<file path="config.mk">
export PLATFORM = sky130hd
export DESIGN_NAME = mult_div_unit
export DESIGN_NICKNAME = d
export VERILOG_FILES = /design/src/rtl/mdu_pkg.sv /design/src/rtl/mdu_sign_fix.sv /design/src/rtl/mult_div_unit.sv
export SDC_FILE = /design/constraint.sdc
export NUM_CORES = 1
export LEC_CHECK = 0
export CAP_MARGIN = 10
export CORE_MARGIN = 1
export CORE_UTILIZATION = 39
export DETAILED_ROUTE_END_ITERATION = 8
export HOLD_SLACK_MARGIN = 0.1
export PLACE_DENSITY = 0.61
export RECOVER_POWER = 100
export SLEW_MARGIN = 25
export SYNTH_ARGS = -nofsm -noshare
export SYNTH_HDL_FRONTEND = slang
export SYNTH_SLANG_ARGS = --single-unit
</file>
<file path="constraint.sdc">
create_clock -name clk -period 3.35 [get_ports clk]
set_clock_uncertainty 0.1 [all_clocks]
set_input_delay 0.335 -clock clk [delete_from_list [all_inputs] [get_ports clk]]
set_output_delay 0.335 -clock clk [all_outputs]
set_load 0.005 [all_outputs]
</file>
<file path="src/rtl/mdu_pkg.sv">
// -----------------------------------------------------------------------------
// mdu_pkg
//   Shared definitions for the iterative multiply/divide unit:
//     - operation encodings (MDU_MULT, MDU_MULTU, MDU_DIV, MDU_DIVU)
//     - FSM state enumeration (IDLE / RUN / FIX)
//     - MDU_ITER : number of RUN iterations (one bit per cycle, 32-bit operands)
//   Configuration macro: MDU_DIV_EN (see mult_div_unit.sv).
// -----------------------------------------------------------------------------
package mdu_pkg;

    // op[1] selects divide, op[0] selects the unsigned variant.
    localparam logic [1:0] MDU_MULT  = 2'b00;
    localparam logic [1:0] MDU_MULTU = 2'b01;
    localparam logic [1:0] MDU_DIV   = 2'b10;
    localparam logic [1:0] MDU_DIVU  = 2'b11;

    typedef enum logic [1:0] {
        MDU_IDLE = 2'd0,
        MDU_RUN  = 2'd1,
        MDU_FIX  = 2'd2
    } mdu_state_e;

    localparam int MDU_ITER = 32;

endpackage

</file>
<file path="src/rtl/mdu_sign_fix.sv">
// -----------------------------------------------------------------------------
// mdu_sign_fix
//   Combinational sign correction applied in the FIX state. The iterative core
//   always works on magnitudes; this block restores the architectural sign.
//     - MULT : 64-bit product negated when the operand signs differ
//     - DIV  : quotient (LO) negated when the signs differ,
//              remainder (HI) takes the sign of the dividend
//     - MULTU / DIVU : pass-through
//   The divide correction is only built when MDU_DIV_EN is defined.
//
// Ports
//   sign_a  in   1   sign of rs operand (0 for unsigned ops)
//   sign_b  in   1   sign of rt operand (0 for unsigned ops)
//   op      in   2   operation code (mdu_pkg encodings)
//   raw     in  64   unsigned result: {product} or {remainder, quotient}
//   hi      out 32   corrected HI
//   lo      out 32   corrected LO
// -----------------------------------------------------------------------------
module mdu_sign_fix
    import mdu_pkg::*;
(
    input  logic        sign_a,
    input  logic        sign_b,
    input  logic [1:0]  op,
    input  logic [63:0] raw,
    output logic [31:0] hi,
    output logic [31:0] lo
);

    logic [63:0] raw_neg;

    assign raw_neg = -raw;

    always_comb begin
        hi = raw[63:32];
        lo = raw[31:0];
        case (op)
            MDU_MULT: begin
                if (sign_a ^ sign_b) begin
                    hi = raw_neg[63:32];
                    lo = raw_neg[31:0];
                end
            end
`ifdef MDU_DIV_EN
            MDU_DIV: begin
                if (sign_a ^ sign_b) begin
                    lo = -raw[31:0];
                end
                if (sign_a) begin
                    hi = -raw[63:32];
                end
            end
`endif
            default: begin
            end
        endcase
    end

endmodule

</file>
<file path="src/rtl/mult_div_unit.sv">
// -----------------------------------------------------------------------------
// mult_div_unit
//   Iterative 32-bit multiply/divide unit producing the MIPS HI/LO pair.
//   MULT/MULTU use a shift-add multiplier, DIV/DIVU a restoring divider; both
//   retire one bit per cycle. An accepted op takes 33 cycles from the start
//   edge to done (32 RUN iterations + 1 FIX cycle). MTHI/MTLO writes are
//   honoured only while idle.
//
//   Handshake: start is sampled only in IDLE; the accepting edge raises busy.
//   busy stays high until the FIX edge, where HI/LO update and done pulses for
//   exactly one cycle. A start held during that done cycle is accepted at the
//   next edge; a start seen while busy is dropped, never queued.
//
//   Configuration macro MDU_DIV_EN:
//     defined   - DIV/DIVU fully implemented.
//     undefined - divide datapath not built; DIV/DIVU still run the full
//                 busy/done sequence but leave HI/LO unchanged.
//
// Ports
//   clk      in   1      rising-edge clock
//   rst_n    in   1      asynchronous active-low reset
//   start    in   1      operation request (IDLE only)
//   op       in   2      00 MULT, 01 MULTU, 10 DIV, 11 DIVU
//   rs_data  in   WIDTH  multiplicand / dividend
//   rt_data  in   WIDTH  multiplier / divisor
//   hi_we    in   1      MTHI strobe
//   lo_we    in   1      MTLO strobe
//   wdata    in   WIDTH  MTHI/MTLO data
//   busy     out  1      operation in flight
//   done     out  1      one-cycle pulse, HI/LO just written by an operation
//   hi       out  WIDTH  HI register
//   lo       out  WIDTH  LO register
// -----------------------------------------------------------------------------
module mult_div_unit
    import mdu_pkg::*;
#(
    parameter int WIDTH = 32
) (
    input  logic             clk,
    input  logic             rst_n,
    input  logic             start,
    input  logic [1:0]       op,
    input  logic [WIDTH-1:0] rs_data,
    input  logic [WIDTH-1:0] rt_data,
    input  logic             hi_we,
    input  logic             lo_we,
    input  logic [WIDTH-1:0] wdata,
    output logic             busy,
    output logic             done,
    output logic [WIDTH-1:0] hi,
    output logic [WIDTH-1:0] lo
);

    localparam logic [1:0] S_IDLE = MDU_IDLE;
    localparam logic [1:0] S_RUN  = MDU_RUN;
    localparam logic [1:0] S_FIX  = MDU_FIX;

    localparam logic [4:0] CNT_LOAD = 5'(MDU_ITER - 1);

    logic [1:0]  state;
    logic [4:0]  cnt;
    logic [1:0]  op_q;
    logic        sign_a;
    logic        sign_b;
    // Multiplicand for multiply, divisor for divide (always a magnitude).
    logic [31:0] opnd_b;
    // Multiply: {partial product high, multiplier / product low}.
    // Divide:   {remainder, dividend shifting out / quotient shifting in}.
    logic [63:0] acc;

    // ---------------------------------------------------------------------
    // Operand conditioning at the start edge
    // ---------------------------------------------------------------------
    logic        signed_op;
    logic        rs_neg;
    logic        rt_neg;
    logic [31:0] rs_abs;
    logic [31:0] rt_abs;

    assign signed_op = ~op[0];
    assign rs_neg    = signed_op & rs_data[31];
    assign rt_neg    = signed_op & rt_data[31];
    // -0x8000_0000 wraps back to 0x8000_0000, which is the correct magnitude
    // when read as unsigned.
    assign rs_abs    = rs_neg ? -rs_data : rs_data;
    assign rt_abs    = rt_neg ? -rt_data : rt_data;

    // ---------------------------------------------------------------------
    // Multiply step: add multiplicand if the current multiplier bit is set,
    // then shift the 65-bit {carry, acc} right by one.
    // ---------------------------------------------------------------------
    logic [32:0] mul_sum;
    logic [63:0] mul_next;

    assign mul_sum  = {1'b0, acc[63:32]} + (acc[0] ? {1'b0, opnd_b} : 33'd0);
    assign mul_next = {mul_sum, acc[31:1]};

`ifdef MDU_DIV_EN
    // ---------------------------------------------------------------------
    // Restoring divide step. acc[63:31] is the remainder shifted left with
    // the next dividend bit appended (33-bit partial remainder). A negative
    // trial keeps the shifted value and shifts a 0 into the quotient.
    // With a zero divisor the trial never goes negative, so the raw result
    // is quotient = all ones, remainder = dividend.
    // ---------------------------------------------------------------------
    logic [32:0] div_trial;
    logic [63:0] div_next;

    assign div_trial = acc[63:31] - {1'b0, opnd_b};
    assign div_next  = div_trial[32] ? {acc[62:0], 1'b0}
                                     : {div_trial[31:0], acc[30:0], 1'b1};
`endif

    // ---------------------------------------------------------------------
    // Sign restoration used in FIX
    // ---------------------------------------------------------------------
    logic [31:0] fix_hi;
    logic [31:0] fix_lo;

    mdu_sign_fix u_sign_fix (
        .sign_a (sign_a),
        .sign_b (sign_b),
        .op     (op_q),
        .raw    (acc),
        .hi     (fix_hi),
        .lo     (fix_lo)
    );

    // ---------------------------------------------------------------------
    // Control FSM and datapath registers
    // ---------------------------------------------------------------------
    always_ff @(posedge clk or negedge rst_n) begin
        if (!rst_n) begin
            state  <= S_IDLE;
            cnt    <= 5'd0;
            op_q   <= MDU_MULT;
            sign_a <= 1'b0;
            sign_b <= 1'b0;
            opnd_b <= 32'd0;
            acc    <= 64'd0;
            busy   <= 1'b0;
            done   <= 1'b0;
            hi     <= '0;
            lo     <= '0;
        end else begin
            done <= 1'b0;
            case (state)
                S_IDLE: begin
                    // MTHI/MTLO and start may coincide; the later FIX of the
                    // started op overwrites whatever was written here.
                    if (hi_we) begin
                        hi <= wdata;
                    end
                    if (lo_we) begin
                        lo <= wdata;
                    end
                    if (start) begin
                        op_q   <= op;
                        sign_a <= rs_neg;
                        sign_b <= rt_neg;
                        if (op[1]) begin
                            opnd_b <= rt_abs;
                            acc    <= {32'd0, rs_abs};
                        end else begin
                            opnd_b <= rs_abs;
                            acc    <= {32'd0, rt_abs};
                        end
                        cnt   <= CNT_LOAD;
                        busy  <= 1'b1;
                        state <= S_RUN;
                    end
                end

                S_RUN: begin
                    if (op_q[1]) begin
`ifdef MDU_DIV_EN
                        acc <= div_next;
`endif
                    end else begin
                        acc <= mul_next;
                    end
                    if (cnt == 5'd0) begin
                        state <= S_FIX;
                    end else begin
                        cnt <= cnt - 5'd1;
                    end
                end

                S_FIX: begin
`ifdef MDU_DIV_EN
                    hi <= fix_hi;
                    lo <= fix_lo;
`else
                    if (!op_q[1]) begin
                        hi <= fix_hi;
                        lo <= fix_lo;
                    end
`endif
                    busy  <= 1'b0;
                    done  <= 1'b1;
                    state <= S_IDLE;
                end

                default: begin
                    state <= S_IDLE;
                end
            endcase
        end
    end

endmodule

</file>
# Word level (Yosys, flattened, before mapping)
# Cells that the tools add are included.
[classes] n_addsub=5 n_div=0 n_shift=0 mul=0 muxes=27 bitwise_logic=4 order_cmp=0 reduce_logical=12 eq_ne=9
[ops] operator="2-to-1 mux 32 bit" count=13
[ops] operator="2-to-1 mux 64 bit" count=2
[ops] operator="case mux 32 bit (2 select lines)" count=2
[ops] operator="case mux 64 bit (2 select lines)" count=1
[ops] operator="negation 32 bit" count=2
[ops] operator="negation 64 bit" count=1
[ops] operator="adder 32 x 32 -> 33 bit" count=1
[ops] operator="inequality test 2 bit, second input constant" count=7
[ops] operator="AND reduction 3 bit" count=4
[ops] operator="2-to-1 mux 5 bit" count=2
[ops] operator="case mux 5 bit (2 select lines)" count=1
[ops] operator="AND reduction 2 bit" count=3
[ops] operator="logical NOT 5 bit" count=1
[ops] operator="subtractor 5 x 1 -> 5 bit, second input constant" count=1
[ops] operator="logical NOT 2 bit" count=2
[ops] operator="2-to-1 mux 2 bit" count=2
[ops] operator="case mux 2 bit (2 select lines)" count=1
[ops] operator="nonzero test 2 bit" count=2
[ops] operator="AND 1 bit" count=2
[ops] operator="== test 2 x 1 -> 1 bit, second input constant" count=1
[ops] operator="== test 2 bit, second input constant" count=1
[ops] operator="2-to-1 mux 1 bit" count=2
[ops] operator="case mux 1 bit (2 select lines)" count=1
[ops] operator="NOT 1 bit" count=1
[ops] operator="bitwise XOR 1 bit" count=1
[word_totals] mem_bits_rw=0 rom_bits=0 memories=0 register_bits=173 input_bits=103 latchBits=0 word_cells=68

# Depth between registers and ports, before layout
# Gate-level depths: netlist (run 1).
[depth] word_depth=6 mapped_depth=12 ltp_nobuf=11

# By module
# Synthesis (run 1) repeated with hierarchy kept, for this count alone.
[hier_totals] cells_unflattened=1551 hier_area_um2=12557.0
[by_module_without_submodules] mod="mult_div_unit" seq_area_each_um2=4329.2 cells_each=1331 instances=1 area_each_um2=10963.0
[by_module_without_submodules] mod="mdu_sign_fix" seq_area_each_um2=0.0 cells_each=220 instances=1 area_each_um2=1594.0

# Worst setup path after synthesis (run 1)
# Ideal clock, no wire load.
[synth_timing] path_type="register to register" from="reg acc[0]" to="reg acc[57]" n_path_buf=2 setup_ns=0.122 arrival_ns=2.617 slack_ns=0.511 required_time_ns=3.128 synth_period_minus_slack_ns=2.839 stages_incl_launch_ff=12 cell_sequence="dfrtp_1 > clkbuf_1 > and2_1 > ha_1 > clkbuf_1 > a21o_1 > a21oi_1 > a21oi_1 > o31ai_1 > a211oi_1 > or3_1 > a32o_1"
[synth_via] elab_chain_cells=4
[synth_rtl] item="start, declared" line="mult_div_unit.sv:69" source="logic [63:0] acc;"
[synth_rtl] item="start signal, assigned" line="mult_div_unit.sv:163" source="acc <= {32'd0, rs_abs};"
[synth_rtl] item="start signal, assigned" line="mult_div_unit.sv:166" source="acc <= {32'd0, rt_abs};"
[synth_rtl] item="start signal, assigned" line="mult_div_unit.sv:180" source="acc <= mul_next;"
[synth_rtl] item="2-to-1 mux 32 bit" line="mult_div_unit.sv:95" source="assign mul_sum = {1'b0, acc[63:32]} + (acc[0] ? {1'b0, opnd_b} : 33'd0);"
[synth_rtl] item="adder 32 x 32 -> 33 bit" line="mult_div_unit.sv:95"
[synth_rtl] item="2-to-1 mux 64 bit" line="mult_div_unit.sv:175" source="if (op_q[1]) begin"
[synth_rtl] item="case mux 64 bit (2 select lines)" line="mult_div_unit.sv:147" source="case (state)"
# Every way passes these cells. The select of a mux whose other input is x is not followed.
# A chain may end at the register's enable or synchronous reset.

# Worst setup path in the final report (run 1)
[layout_timing] from="reg acc[33]" to="reg hi[27]"
[layout_via] elab_chain_cells=5
[layout_rtl] item="negation 64 bit" line="mdu_sign_fix.sv:32" source="assign raw_neg = -raw;"
[layout_rtl] item="2-to-1 mux 32 bit" line="mdu_sign_fix.sv:39" source="if (sign_a ^ sign_b) begin"
[layout_rtl] item="2-to-1 mux 32 bit" line="mdu_sign_fix.sv:37" source="case (op)"
[layout_rtl] item="2-to-1 mux 32 bit" line="mult_div_unit.sv:194" source="if (!op_q[1]) begin"
[layout_rtl] item="case mux 32 bit (2 select lines)" line="mult_div_unit.sv:147"
[layout_rtl] item="end signal, assigned" line="mult_div_unit.sv:152" source="hi <= wdata;"
[layout_rtl] item="end signal, assigned" line="mult_div_unit.sv:195" source="hi <= fix_hi;"
[layout_rtl] item="end, declared" line="mult_div_unit.sv:50" source="output logic [WIDTH-1:0] hi,"
# Every way passes these cells. The select of a mux whose other input is x is not followed.

==> results of run 1 <==
## timing repair
item	in CTS	in global routing
buffers inserted	0	0
gates resized for setup	0	1
setup endpoints to repair	0	1
endpoints found under the hold margin	74	0
hold buffers	1	0
## synth_stat cells (all sizes together) (17+ instances only)
library cell,n
a31oi,23
o221ai,22
nor3,35
xnor2,84
nand2b,21
or3,21
a211oi,17
nand3,17
nand2,196
and2,43
ha,37
inv,24
o31ai,40
nor2,177
dfrtp,173
a21oi,112
a221oi,26
o21ai,135
clkbuf,81
a21o,24
xor2,52
## worst max-delay path, cell delays in order (launching register included)
cell      delay (ns)
dfrtp_1         0.46
or4_1           0.63
or4_1           0.59
nor3_4          0.20
nand4_1         0.35
o311ai_0        0.42
o211ai_1        0.19
nand3_1         0.12
## power by group through the flow
stage / clock (mW) / combinational, mW / sequential (mW)
after floorplan: 0 / 4.65 / 3.87
after global placement: 0 / 7.94 / 4.11
after detailed placement: 0 / 8.03 / 4.13
after CTS: 2.12 / 8.07 / 4.09
after global routing: 2.21 / 8.66 / 4.21
final: 2.10 / 7.91 / 4.09
## cell families (layout without fill, tap and decap cells)
| group | after synthesis | after routing |
|---|---|---|
| DFF | 173 | 173 |
| and+or+nand+nor | 584 | 584 |
| AOI/OAI and AO/OA | 479 | 479 |
| muxes | 12 | 12 |
| buffers and inverters | 115 | 338 |
| xor gates and xnor gates | 136 | 136 |
| adders and majority gates | 38 | 38 |
## final cells by class
type / instances / area (um^2) / share of cell area [%]
Clock buffer: 18 / 439 / 2.80
Sequential cell: 173 / 4330 / 27.6
Timing Repair Buffer: 281 / 2480 / 15.8
Clock inverter: 14 / 161 / 1.03
Inverter: 25 / 93.8 / 0.598
Tap cell: 402 / 503 / 3.20
Multi-Input combinational cell: 1249 / 7690 / 49.0
## worst max path at each step
stage | start | end | depth (start not counted)
floorplan | acc[0] | acc[57] | 11
global placement | acc[0] | acc[60] | 11
detailed placement | rs_data[9] | acc[24] | 8
CTS | acc[0] | acc[60] | 11
global route | acc[0] | acc[54] | 11
finish | acc[33] | hi[27] | 7
## registers in the layout, indices dropped and copies added (netlist names), 2 cells and up
name / cells
lo: 32
opnd_b: 32
acc: 64
hi: 32
op_q: 2
state: 2
cnt: 5
## through the flow
step | hold WS (ns) | worst slack (ns) | cell area, um^2
final | 0.303 | 0.212 | 15700
after global routing | 0.324 | 0.0344 | 15700
after CTS | 0.281 | 0.217 | 15800
after detailed placement | 0.324 | 0.186 | 15200
after global placement | 0.325 | 0.218 | 15200
after floorplan | -0.0606 | 0.511 | 12500
## metal layers
metal  wire (um)  global-route usage (%)  vias up
met5           0                       0        -
li1            -                       -     5996
met4        1330                    9.40        0
met2       21100                    45.6      436
met3        2380                    4.66       56
met1       22000                    39.4     5960
==> metrics.cfg, run 1 <==
[worst_setup_path]
critical_path_class = flip-flop to flip-flop
reg2reg_to = hi[27]
required_ns = 3.63
r2r-start = acc[33]
crit_arrival_ns = 3.42
r2r_slack_ns = 0.21
setup.worst_path.end_class = flip-flop
r2r_cells = 7
cp-start-kind = flip-flop
crit_fanout = 5

[hold_path]
hold_depth = 4
hold_start = op[1]
min_path_type = primary input to flip-flop
min_to = acc[29]

[power]
netSwitchingFraction_pct = 45.7
p_leak_nw = 6.47
p_comb_share_pct = 56.1
p_sw_mw = 6.44
pwr-share-seq_pct = 29.0
clock_power_share_pct = 14.9
pwr_density_cell_nw_per_um2 = 898
total_power_mw = 14.1
internal-power_mw = 7.66
peakVddDrop_uv = 381

[timing]
hold_viol = 0
max_slew_margin_pct = -33.0
period_share_pct = 93.7
fin_crit_ns = 3.14
setup_violations = 0
report.final.slew_viol_count = 78
fmax_mhz = 319
fin_tns_setup_ns = 0
worstMarginPinSlew_ns = 1.99
rsz0062_at_grt = false

[logic_synthesis]
synth-async-reset-ratio_pct = 100
synthFlopType = dfrtp_1
ys_seq_area_share_pct = 34.7
synthAdderAreaFrac_pct = 3.87
synth_xor_area_share_pct = 9.54
synthMuxAreaShare_pct = 1.01
synth_area_um2 = 12500
ys_types = 75
syn-num-nets = 1678
synth_largest_area_cell = dfrtp_1
ys_warn_count = 0
avgSynthCellArea_um2 = 8.12
synth_cells = 1537
ys_ff_latch = 173
synth_top_area_share_pct = 34.7
synth-compound-area-share_pct = 24.8
synth_top_family_by_area = compound AO/OA/AOI/OAI gates
synth-simple-area-share_pct = 22.6
synth-edff-count = 0
ys_top_cells_by_area = dfrtp_1, xnor2_1, nand2_1

[clock_network]
clkTransAtPathRegs_ns = 0.08
cts_buffer_depth = 2
cts_tree = done
cts-root-buf = clkbuf_16
clk_latency_ns = 0.45
cts_made_buffers = 17
cts_sinks = 173
h-tree-depth = 4

[detailed_routing]
vias = 12400
vias_per_cell = 5.76
wl_mm = 46.8
wl_per_cell_um = 21.6
ant_nets = 0
drt_iter0_drc = 1018
drc = 0
drtPass1Iterations = 5

[grt]
grt_first_pass_wirelength_mm = 71.0
grt_pass1_vias = 11800
antenna_found_initial = 0
grt_max_degree = 78
grt.total_usage_pct = 28.6
grt-ovfl-total = 0

[floorplanning]
die_w_um = 181
die_h_um = 181
die-area_um2 = 32700
start_util_pct = 39.6
io_pins = 169
rows = 65
core_um2 = 31600

[layout]
fillers = 3067
fin_util_pct = 49.8
mostFrequentLayoutCell = nand2_1
final_cells = 2162
fin_nets = 1888
area_delta_synth_final_pct = 25.8
drive_above_1_share_pct = 9.32
num_antenna_cells = 0
mostFrequentLayoutCells = nand2_1, nor2_1, dfrtp_1

[place]
dp.cells = 2129
hpwl_mm = 37.7
port_buffers = 168
place_congestion = 0.956

[run_status]
violations = capacitance limit, slew limit
outcome = finished, violations left

[flow_run]
drv_cap = 1

(Power assumes the default switching activity.)
==> run 2: changes to the inputs <==
- SETUP_SLACK_MARGIN: default -> 0.3
- SKIP_CTS_REPAIR_TIMING: default -> 1
==> metrics.cfg, run 2 (synthesis results as in run 1) <==
[run_status]
outcome = finished, violations left
violations = capacitance limit, slew limit

[worst_setup_path]
required_ns = 3.59  ; -0.04 ns
cp-start-kind = flip-flop
path_cells = or4_4 -> or4_1 -> nor3_4 -> and4_1 -> a21oi_1 -> xnor2_1 -> a221oi_1
r2r_cells = 7  ; unchanged
r2r-start = acc[23]
r2r_slack_ns = 0.23  ; +0.02 ns
critPathMaxStageDelay_ns = 0.62  ; about the same
path_buf_inv = 0  ; unchanged
critical_path_class = flip-flop to flip-flop
setup.worst_path.end_class = flip-flop
crit_slowest_cell = or4_1
cp_top_family = simple AND/OR/NAND/NOR gates
crit_fanout = 5  ; unchanged
reg2reg_to = hi[23]
crit_arrival_ns = 3.35  ; -0.07 ns

[timing]
period_share_pct = 93.0  ; -0.69 points
report.final.slew_viol_count = 77  ; -1.3%
rsz0062_at_grt = true
hold_ws_ns = 0.305  ; +0.00267 ns
max_slew_margin_pct = -36.2  ; -3.2 points
setup_slack_ns = 0.235  ; +0.0230 ns
fmax_mhz = 321  ; +0.74%
worstMarginPinSlew_ns = 2.04  ; +0.0486 ns
hold_viol = 0  ; unchanged
fin_crit_ns = 3.12  ; -0.0230 ns
setup_violations = 0  ; unchanged
fin_tns_setup_ns = 0  ; unchanged

[place]
pre_cts_ws_ns = 0.186  ; unchanged
place_congestion = 0.956  ; unchanged
hpwl_mm = 37.7  ; unchanged
port_buffers = 168  ; unchanged
dpl_cell_area_um2 = 15200  ; unchanged

[floorplanning]
die-area_um2 = 32700  ; unchanged
io_pins = 169  ; unchanged
die_h_um = 181  ; unchanged
start_util_pct = 39.6  ; unchanged
core_um2 = 31600  ; unchanged
die_w_um = 181  ; unchanged
rows = 65  ; unchanged

[hold_path]
hold_depth = 4  ; unchanged
hold_start = op[1]
min_path_type = primary input to flip-flop
min_to = acc[29]

[layout]
num_antenna_cells = 0  ; unchanged
largest_reg_flops = 64  ; unchanged
fin_area_um2 = 15900  ; +1.1%
fillers = 3056  ; -0.36%
mostFrequentLayoutCells = nand2_1, nor2_1, dfrtp_1
mostFrequentLayoutCell = nand2_1
fin_util_pct = 50.3  ; +0.56 points
fin_nets = 1891  ; +0.16%
area_delta_synth_final_pct = 27.2
regMostFlops = acc
drive_above_1_share_pct = 10.5  ; +1.2 points

[clock_network]
cts-root-buf = clkbuf_16
cts_made_buffers = 17  ; unchanged
clkTransAtPathRegs_ns = 0.07  ; about the same
cts_sinks = 173  ; unchanged
clk_latency_ns = 0.45  ; about the same
cts_tree = done
cts_buffer_depth = 2  ; unchanged
h-tree-depth = 4  ; unchanged

[grt]
grt_pass1_vias = 11800  ; unchanged
grt_first_pass_wirelength_mm = 71.0  ; unchanged
grt.total_usage_pct = 28.6  ; unchanged
antenna_found_initial = 0  ; unchanged
grt-ovfl-total = 0  ; unchanged
grt_max_degree = 78  ; unchanged

[detailed_routing]
wl_mm = 47.0  ; +0.43%
vias_per_cell = 5.78  ; +0.37%
drtPass1Iterations = 5  ; unchanged
wl_per_cell_um = 21.7  ; +0.29%
ant_nets = 0  ; unchanged
drc = 0  ; unchanged
vias = 12500  ; +0.51%
drt_iter0_drc = 1050  ; +3.1%

[power]
peakVddDrop_uv = 382  ; +0.20%
pwr_density_cell_nw_per_um2 = 897  ; about the same
p_leak_nw = 6.52  ; +0.75%

[flow_run]
drv_cap = 1  ; unchanged

==> run 2: cell types whose count changed in the layout (fill, tap and decap cells not counted), sizes merged <==
| cell | previous run | this run |
|---|---|---|
| buf | 89 | 95 |
| clkbuf | 43 | 40 |
==> run 2: worst max-delay path by stage <==
stage	from	end	slack, ns	depth (start not counted)
6_report	acc[23]	hi[23]	0.23	7
4_1_cts	acc[0]	acc[60]	0.22	11
3_3_place_gp	acc[0]	acc[60]	0.22	11
3_5_place_dp	rs_data[9]	acc[24]	0.19	8
2_1_floorplan	acc[0]	acc[57]	0.51	11
5_1_grt	acc[33]	hi[23]	0.14	7
==> run 2: per-stage QoR <==
step                cells  total power [mW]
floorplan            1537              8.52
global placement     2129              12.1
detailed placement   2129              12.2
CTS                  2161              14.3
global route         2165              15.3
finish               2165              14.2
==> run 2: per-layer routing <==
| metal | global-route usage (%) | vias to the layer above | part of all wire, % |
|---|---|---|---|
| met5 | 0 | - | 0 |
| li1 | - | 6003 | - |
| met1 | 39.4 | 5968 | 46 |
| met3 | 4.66 | 54 | 6.0 |
| met2 | 45.6 | 486 | 45 |
| met4 | 9.40 | 0 | 2.8 |
==> run 2: worst reg2reg max path: stages (launching register included) <==
cell      delay (ns)
dfrtp_1         0.47
or4_4           0.57
or4_1           0.62
nor3_4          0.26
and4_1          0.43
a21oi_1         0.14
xnor2_1         0.17
a221oi_1        0.26
==> run 2: layout make-up <==
cell class	count	area [um^2]	share of cell area, %
Inverter	25	93.8	0.591
Clock inverter	14	161	1.02
Tap cell	402	503	3.17
Timing Repair Buffer	284	2540	16.0
Clock buffer	18	439	2.77
Sequential cell	173	4330	27.3
Multi-Input combinational cell	1249	7810	49.2
==> run 2: power breakdown <==
part	total, mW	internal (mW)	leakage [nW]	switching, mW
Combinational	8.03	3.51	4.14	4.52
Clock	2.10	1.14	0.299	0.959
Sequential	4.11	3.11	2.07	1.01
